--- config.mk ---
export PLATFORM = sky130hd
export DESIGN_NAME = ram_dp
export DESIGN_NICKNAME = d
export VERILOG_FILES = /design/src/rtl/ram_pkg.sv /design/src/rtl/ram_clr_seq.sv /design/src/rtl/ram_dp.sv
export SDC_FILE = /design/constraint.sdc
export NUM_CORES = 1
export LEC_CHECK = 0
export ABC_AREA = 1
export BUFFER_PORTS_ARGS = -buffer_cell sky130_fd_sc_hd__buf_2
export CAP_MARGIN = 20
export CORE_UTILIZATION = 50
export CTS_BUF_LIST = sky130_fd_sc_hd__clkbuf_4 sky130_fd_sc_hd__clkbuf_8
export DETAILED_ROUTE_END_ITERATION = 8
export PLACE_DENSITY = 0.71
export SYNTH_ARGS = -nofsm -noshare
export SYNTH_HDL_FRONTEND = slang
export SYNTH_SLANG_ARGS = --single-unit
--- constraint.sdc ---
create_clock -name clk -period 3.55 [get_ports clk]
set_clock_uncertainty 0.05 [all_clocks]
set_input_delay 0.5325 -clock clk [delete_from_list [all_inputs] [get_ports clk]]
set_output_delay 0.5325 -clock clk [all_outputs]
set_load 0.005 [all_outputs]
--- src/rtl/ram_pkg.sv ---
// rtl/ram_pkg.sv - shared types and default sizing for the dual-port RAM
// Contents:
//   RAM_DATA_WIDTH / RAM_ADDR_WIDTH : default word and address widths
//   ram_state_e                     : clear-sequencer state encoding
package ram_pkg;

  localparam int RAM_DATA_WIDTH = 8;
  localparam int RAM_ADDR_WIDTH = 4;

  typedef enum logic {
    CLEAR = 1'b0,
    RUN   = 1'b1
  } ram_state_e;

endpackage

--- src/rtl/ram_clr_seq.sv ---
// rtl/ram_clr_seq.sv - clear sequencer: zeroes the array after reset or on clr
// Ports:
//   clk, rst_n : clock, asynchronous active-low reset
//   clr        : request to restart the clear sequence
//   init_busy  : clear in progress, user requests are refused
//   clr_we     : write-enable for the zeroing write this cycle
//   clr_addr   : location being zeroed this cycle
module ram_clr_seq
  import ram_pkg::*;
#(
  parameter int ADDR_WIDTH = RAM_ADDR_WIDTH
) (
  input  logic                  clk,
  input  logic                  rst_n,
  input  logic                  clr,
  output logic                  init_busy,
  output logic                  clr_we,
  output logic [ADDR_WIDTH-1:0] clr_addr
);

  ram_state_e            state_q, state_d;
  logic [ADDR_WIDTH-1:0] clr_ptr_q, clr_ptr_d;

  always_comb begin
    state_d   = state_q;
    clr_ptr_d = clr_ptr_q;
    if (clr) begin
      // A clr during CLEAR restarts the walk, extending the clear.
      state_d   = CLEAR;
      clr_ptr_d = '0;
    end else if (state_q == CLEAR) begin
      if (clr_ptr_q == {ADDR_WIDTH{1'b1}}) begin
        state_d   = RUN;
        clr_ptr_d = '0;
      end else begin
        clr_ptr_d = clr_ptr_q + ADDR_WIDTH'(1);
      end
    end
  end

  always_ff @(posedge clk or negedge rst_n) begin
    if (!rst_n) begin
      state_q   <= CLEAR;
      clr_ptr_q <= '0;
    end else begin
      state_q   <= state_d;
      clr_ptr_q <= clr_ptr_d;
    end
  end

  assign init_busy = (state_q == CLEAR);
  assign clr_we    = (state_q == CLEAR);
  assign clr_addr  = clr_ptr_q;

endmodule

--- src/rtl/ram_dp.sv ---
// rtl/ram_dp.sv - simple dual-port RAM with self-clear and write-first bypass
// Ports:
//   clk, rst_n                : clock, asynchronous active-low reset
//   clr                       : re-clear the whole array
//   wr_enb, wr_addr, wr_data  : write port
//   rd_enb, rd_addr           : read request
//   rd_data, rd_valid         : read response, one cycle after the request
//   init_busy                 : clear in progress, requests refused
//   req_err                   : pulse, a request arrived while busy
module ram_dp
  import ram_pkg::*;
#(
  parameter int DATA_WIDTH = RAM_DATA_WIDTH,
  parameter int ADDR_WIDTH = RAM_ADDR_WIDTH
) (
  input  logic                  clk,
  input  logic                  rst_n,
  input  logic                  clr,
  input  logic                  wr_enb,
  input  logic [ADDR_WIDTH-1:0] wr_addr,
  input  logic [DATA_WIDTH-1:0] wr_data,
  input  logic                  rd_enb,
  input  logic [ADDR_WIDTH-1:0] rd_addr,
  output logic [DATA_WIDTH-1:0] rd_data,
  output logic                  rd_valid,
  output logic                  init_busy,
  output logic                  req_err
);

  localparam int DEPTH = 1 << ADDR_WIDTH;

  logic [DATA_WIDTH-1:0] mem [DEPTH];

  logic                  clr_we;
  logic [ADDR_WIDTH-1:0] clr_addr;

  logic                  wr_acc, rd_acc;
  logic                  mem_we;
  logic [ADDR_WIDTH-1:0] mem_addr;
  logic [DATA_WIDTH-1:0] mem_wdata;

  logic [DATA_WIDTH-1:0] rd_data_q, rd_data_d;
  logic                  rd_valid_q, rd_valid_d;
  logic                  req_err_q, req_err_d;

  ram_clr_seq #(
    .ADDR_WIDTH(ADDR_WIDTH)
  ) u_clr_seq (
    .clk      (clk),
    .rst_n    (rst_n),
    .clr      (clr),
    .init_busy(init_busy),
    .clr_we   (clr_we),
    .clr_addr (clr_addr)
  );

  // clr wins over a same-cycle request in RUN; the request is simply dropped.
  assign wr_acc = wr_enb && !init_busy && !clr;
  assign rd_acc = rd_enb && !init_busy && !clr;

  always_comb begin
    mem_we    = 1'b0;
    mem_addr  = wr_addr;
    mem_wdata = wr_data;
    if (clr_we) begin
      mem_we    = 1'b1;
      mem_addr  = clr_addr;
      mem_wdata = '0;
    end else if (wr_acc) begin
      mem_we = 1'b1;
    end
  end

  // No reset on the array: the clear sequence that follows reset zeroes it.
  always_ff @(posedge clk) begin
    if (mem_we) begin
      mem[mem_addr] <= mem_wdata;
    end
  end

  always_comb begin
    rd_data_d  = rd_data_q;
    rd_valid_d = rd_acc;
    req_err_d  = init_busy && (wr_enb || rd_enb);
    if (rd_acc) begin
      // Write-first: a same-address write this edge is forwarded.
      if (wr_acc && (wr_addr == rd_addr)) begin
        rd_data_d = wr_data;
      end else begin
        rd_data_d = mem[rd_addr];
      end
    end
  end

  always_ff @(posedge clk or negedge rst_n) begin
    if (!rst_n) begin
      rd_data_q  <= '0;
      rd_valid_q <= 1'b0;
      req_err_q  <= 1'b0;
    end else begin
      rd_data_q  <= rd_data_d;
      rd_valid_q <= rd_valid_d;
      req_err_q  <= req_err_d;
    end
  end

  assign rd_data  = rd_data_q;
  assign rd_valid = rd_valid_q;
  assign req_err  = req_err_q;

endmodule

==> run_results.csv, run 1 <==
group,metric,value,unit
pwr,power_leakage,3.294,nW
detailed_routing,remaining_drc_errors,0,
cells_and_area,nets,724,
logic_synthesis,synth_warnings,0,
detailed_routing,drt_pass1_iterations,6,
logic_synthesis,synth_cell_types,31,
logic_synthesis,synth_seq_cells,143,
critical_path,cp.required,3.57,ns
critical_path,cp_slowest_stage_delay,0.77,ns
worst_hold_path,min_path_type,"primary input to register",
critical_path,critPathSlowestCell,"dfrtp_1",
placement,port-buffer-count,31,
critical_path,crit_fanout,17,
logic_synthesis,synthTopCellsByArea,"edfxtp_1 (58%), nand2_1 (11%), nand3_1 (9.2%)",
logic_synthesis,async_flop_share,0.1049,
logic_synthesis,ys.flop_type,"edfxtp_1",
detailed_routing,vias,4634,
placement,dpl.hpwl,10000,µm
global_route,grt_overflow,0,
logic_synthesis,synth.most_common_cell,"nand2_1",
timing,fin_tns_setup,0,ns
critical_path,path_cells,"nand2_1, nand2_4, nand3_1, nor3_1",
logic_synthesis,syn_area_per_cell,9.860,µm²
cells_and_area,fin_area,7278,µm²
timing,clock.fmax,410.1,MHz
cells_and_area,drive_gt1_frac,0.1231,
timing,fin_crit,2.438,ns
pwr,ir_drop,0.0002335,V
global_route,grt_pass1_vias,4483,
critical_path,cp-start-kind,"register",
job,drv_cap,0,
placement,place_area,6878,µm²
floorplanning,initial_core_util,0.5180,
clocking,htreeDepth,4,
clocking,cts_buffer_depth,2,
cells_and_area,syn_to_final_growth,10.00,%
worst_hold_path,hp-start,"clr",
global_route,grt_max_degree,65,
logic_synthesis,synth_cells,671,
timing,finalCritPeriodShare,0.6868,
timing,finalSetupViolCount,0,
floorplanning,die_width,117.0,µm
clocking,cts_tree,"yes",
outcome,outcome,"finished, final reports clean",
placement,gp_congestion,0.8852,
clocking,cts_setup_buffers,0,
floorplanning,die-area,13700,µm²
placement,dp_cells,854,
cells_and_area,diodes,0,
critical_path,r2r_slack,1.11,ns
detailed_routing,wirelength,14920,µm
timing,slew_headroom,0.3579,
detailed_routing,antenna_left,0,
timing,whs,0.2683,ns
critical_path,regToRegStartpoint,"u_clr_seq.state_q",
pwr,p_per_area,470.7,nW/µm²
floorplanning,coreArea,12770,µm²
timing,tightest_slew,0.9558,ns
logic_synthesis,synth_edf_count,128,
global_route,grt_antenna_before_repair,0,
floorplanning,io_pins,32,
detailed_routing,wl_per_cell,16.82,µm
cells_and_area,instances_no_fill,887,
worst_hold_path,hold_depth,2,
logic_synthesis,synth_largest_area_cell,"edfxtp_1",
critical_path,cp_num_buf_inv,0,
logic_synthesis,netlist_top_cells_count,"nand2_1 (201), edfxtp_1 (128), inv_1 (123)",
detailed_routing,drt_iter0_markers,615,
detailed_routing,routed_via_density,5.224,
critical_path,r2r_cells,4,
logic_synthesis,synthesis.nets,693,
critical_path,critical_path_arrival,2.46,ns
clocking,clkSlewWorstSetupHoldPaths,0.08,ns
floorplanning,die_h,117.0,µm
clocking,cts_made_buffers,17,
timing,rsz0062_at_grt,"false",
critical_path,cpLargestDelayFamily,"simple AND/OR/NAND/NOR gates",
logic_synthesis,synth_top_area_share,0.5809,
global_route,track_usage,0.2386,
clocking,cts_sinks,143,
floorplanning,rows,41,
timing,hold_violations,0,
critical_path,rr_endpoint,"mem[5][1]",
critical_path,path_class,"register to register",
worst_hold_path,min_to,"u_clr_seq.state_q",
logic_synthesis,ys_seq_area_frac,0.6377,
logic_synthesis,syn_area,6616,µm²
clocking,clock_latency,0.45,ns
cells_and_area,fillers,1105,
critical_path,worst_setup_path_end_kind,"register",
timing,slew_violations,0,
clocking,root_buffer,"clkbuf_8",
global_route,grt_pass1_wl,23310,µm
## cells in the final DEF (no fill, tap or decap)
master	count
dlygate4sd3_1	1
o21ai_2	1
inv_6	1
and3_1	1
nor2_1	14
nand2_1	201
buf_2	31
inv_1	122
clkbuf_4	1
clkinv_2	4
nor3_1	5
o32ai_1	1
ha_1	1
o21ai_0	1
clkbuf_8	17
inv_2	2
clkinvlp_4	2
nand2_2	6
buf_4	8
nand2_4	3
nand3_1	121
nor2_4	2
bufinv_16	3
nand3_4	1
xor2_4	1
edfxtp_1	128
a21oi_1	2
nand3_2	2
dfrtp_1	15
clkinv_1	4
o211ai_1	1
clkinv_4	1
xor2_1	1
nor2_8	2
nand4_1	8
## per-layer routing
metal / vias to the layer above / part of all wire / global-route usage
met1: 2164 / 0.42 / 0.3110
met4: 0 / 0.025 / 0.1046
li1: 2225 / - / -
met3: 31 / 0.074 / 0.05561
met5: - / 0 / 0
met2: 214 / 0.48 / 0.3834
## cell type report
| type | count | area [µm²] | area share |
|---|---|---|---|
| Sequential cell | 143 | 4219 | 0.5797 |
| Multi-Input combinational cell | 375 | 1754 | 0.2410 |
| Inverter | 125 | 474.2 | 0.06515 |
| Clock buffer | 18 | 241.5 | 0.03318 |
| Timing Repair Buffer | 40 | 225.2 | 0.03094 |
| Tap cell | 172 | 215.2 | 0.02957 |
| Clock inverter | 14 | 148.9 | 0.02046 |
## through the flow
| step | setup WS [ns] | utilization | total power [mW] |
|---|---|---|---|
| global placement | 1.242 | 0.5384 | 2.174 |
| global route | 0.8929 | 0.5698 | 3.550 |
| floorplan | 1.587 | - | 2.091 |
| finish | 1.112 | 0.5698 | 3.426 |
| detailed placement | 1.155 | 0.5384 | 2.181 |
| CTS | 1.145 | 0.5698 | 3.444 |
## power breakdown
part | switching (mW) | leakage [nW] | total [mW] | internal (mW)
clock | 0.593 | 0.196 | 1.28 | 0.687
combinational | 0.185 | 1.65 | 0.273 | 0.0882
sequential | 0.0159 | 1.44 | 1.87 | 1.86
## flip-flops by register name, summed over array words and instances, names as in the netlist
signal / flops
u_clr_seq.clr_addr: 4
rd_data: 8
rd_valid: 1
u_clr_seq.state_q: 1
mem: 128
req_err: 1
## cells by family (layout without fill, tap and decap cells)
logic type                 after synthesis  in the layout  synth area share
adders and majority gates                1              1          0.001891
and+or+nand+nor                        366            366            0.2517
AOI/OAI and AO/OA                        6              6          0.006052
buffers and inverters                  153            197           0.09720
DFF                                    143            143            0.6377
xor gates and xnor gates                 2              2          0.005485
## how the worst max path moves through the flow
stage | depth (start not counted) | from | to
floorplan | 4 | wr_enb | mem[2][0]
global placement | 4 | u_clr_seq.state_q | mem[5][6]
detailed placement | 4 | u_clr_seq.state_q | mem[5][6]
CTS | 4 | u_clr_seq.state_q | mem[5][1]
global route | 4 | u_clr_seq.state_q | mem[5][1]
finish | 4 | u_clr_seq.state_q | mem[5][1]
## what timing repair did
item / in CTS / in global routing
hold endpoints to repair: 15 / 0
hold buffers: 1 / 0
gates resized for setup: 0 / 0
Power figures use the tool's default switching activity.
==> run 2: changes to the inputs <==
clock period = 2.5 ns   (was 3.55 ns; I/O delays follow)
==> run 2 against run 1 <==
  * Count of clock-buffer cells in the layout unchanged
  * Register-to-register slack got worse by 0.70 ns
  * Worst hold slack got worse by 0.14 ns
  * Core utilization increased by 1.9 points
  * Via count increased by 3.6%
  * Wire length increased by 6.1%
==> run_results.csv, run 2 (synthesized netlist as in run 1, its figures left out) <==
group,metric,value,unit
outcome,outcome,"finished, final reports clean",
cells_and_area,fin_util,0.5888,
cells_and_area,fillers,1077,
clocking,cts_setup_buffers,0,
clocking,clock_latency,0.46,ns
cells_and_area,nets,743,
critical_path,cpLargestDelayFamily,"flip-flops",
timing,slew_violations,0,
detailed_routing,vias,4800,
clocking,clkSlewWorstSetupHoldPaths,0.08,ns
clocking,cts_tree,"yes",
cells_and_area,largest_reg_flops,128,
critical_path,critPathSlowestCell,"dfrtp_1",
clocking,cts_sinks,143,
critical_path,cp_num_buf_inv,3,
floorplanning,die_h,117.0,µm
clocking,htreeDepth,4,
placement,port-buffer-count,31,
clocking,cts_buffer_depth,2,
worst_hold_path,min_path_type,"primary input to register",
timing,hold_violations,0,
critical_path,critical_path_arrival,2.21,ns
clocking,cts_made_buffers,17,
critical_path,worst_setup_path_end_kind,"register",
placement,gp_congestion,0.9076,
critical_path,cp-start-kind,"register",
cells_and_area,fin_area,7521,µm²
clocking,root_buffer,"clkbuf_8",
pwr,ir_drop,0.0003759,V
detailed_routing,drt_pass1_iterations,5,
placement,dpl_worst_slack,0.4586,ns
global_route,grt_overflow,0,
timing,tightest_slew,0.7792,ns
timing,finalSetupViolCount,0,
critical_path,cp.required,2.62,ns
global_route,track_usage,0.2537,
timing,slew_headroom,0.4800,
detailed_routing,wirelength,15840,µm
timing,rsz0062_at_grt,"false",
cells_and_area,drive_gt1_frac,0.1499,
cells_and_area,syn_to_final_growth,13.67,%
cells_and_area,top_register,"mem",
cells_and_area,layout_commonest_cell,"nand2_1",
critical_path,cp_slowest_stage_delay,0.75,ns
timing,fin_ws,0.4106,ns
floorplanning,coreArea,12770,µm²
critical_path,crit_fanout,17,
timing,finalCritPeriodShare,0.8358,
timing,fin_crit,2.089,ns
floorplanning,rows,41,
placement,dpl.hpwl,10550,µm
pwr,p_per_area,698.6,nW/µm²
global_route,grt_pass1_wl,24500,µm
floorplanning,initial_core_util,0.5180,
job,drv_cap,0,
critical_path,path_class,"register to register",
pwr,power_leakage,3.444,nW
floorplanning,die-area,13700,µm²
detailed_routing,antenna_left,0,
floorplanning,die_width,117.0,µm
timing,fin_tns_setup,0,ns
floorplanning,io_pins,32,
timing,clock.fmax,478.6,MHz
global_route,grt_max_degree,65,
critical_path,path_cells,"inv_6, nand2_2, nand2_4, inv_1, nand2_1, nor3_1, buf_4",
placement,place_area,7033,µm²
global_route,grt_pass1_vias,4603,
detailed_routing,drt_iter0_markers,620,
detailed_routing,routed_via_density,5.298,
cells_and_area,layout_common_cells,"nand2_1 (201), edfxtp_1 (128), inv_1 (122)",
detailed_routing,wl_per_cell,17.48,µm
detailed_routing,remaining_drc_errors,0,
global_route,grt_antenna_before_repair,0,
cells_and_area,diodes,0,
run 2: cell types whose count changed in the layout (fill, tap and decap cells not counted), sizes merged:
cell and delta:
buf +19, bufinv +3, clkinv -5, clkinvlp -1
inv +3
run 2: metrics by stage:
stage                     total power, mW  hold slack [ns]  instances
after detailed placement            3.108           0.2501        873
after floorplan                     2.969          0.02941        671
after CTS                           5.277          0.09799        906
after global placement              3.100           0.2461        873
after global routing                5.424           0.1209        906
final                               5.254           0.1241        906
run 2: layout make-up:
class                   instances  area (µm²)  share of cell area
clock buffers                  18       241.5             0.03211
clock inverters                14       236.5             0.03144
inverters                     125       474.2             0.06305
multi-input cells             375        1754              0.2332
flip-flops and latches        143        4219              0.5610
well taps                     172       215.2             0.02861
repair buffers                 59       380.4             0.05057
run 2: path summary, 6_finish.rpt:
path,from,depth (start not counted),slack [ns],end
min in group asynchronous,rst_n,2,0.30,u_clr_seq.clr_addr[1]
min,clr,2,0.12,u_clr_seq.state_q
max in group asynchronous,rst_n,2,1.84,rd_data[5]
max reg2reg,u_clr_seq.state_q,7,0.41,mem[2][2]
min reg2reg,rd_data[0],2,0.44,rd_data[0]
max,u_clr_seq.state_q,7,0.41,mem[2][2]
run 2: repair_timing:
item                                   4_1_cts  5_1_grt
gates resized for setup                      0        0
endpoints found under the hold margin       15        0
hold buffers                                 1        0
run 2: layer usage:
layer  global-route usage  wire length (µm)  vias up
li1                     -                 -     2257
met1               0.3287              6502     2256
met2               0.3972              7497      237
met3              0.06128              1250       50
met4               0.1367               584        0
met5                    0                 0        -
run 2: power breakdown:
group	internal [mW]	switching, mW
combinational	0.134	0.266
clock	1.30	0.889
sequential	2.64	0.0251
run 2: worst register-to-register path: cells and delay by family (launching register included):
kind / cells / cell delay, ns
buffers and inverters: 3 / 0.41
AND/OR/NAND/NOR: 4 / 0.61
flip-flops: 1 / 0.75
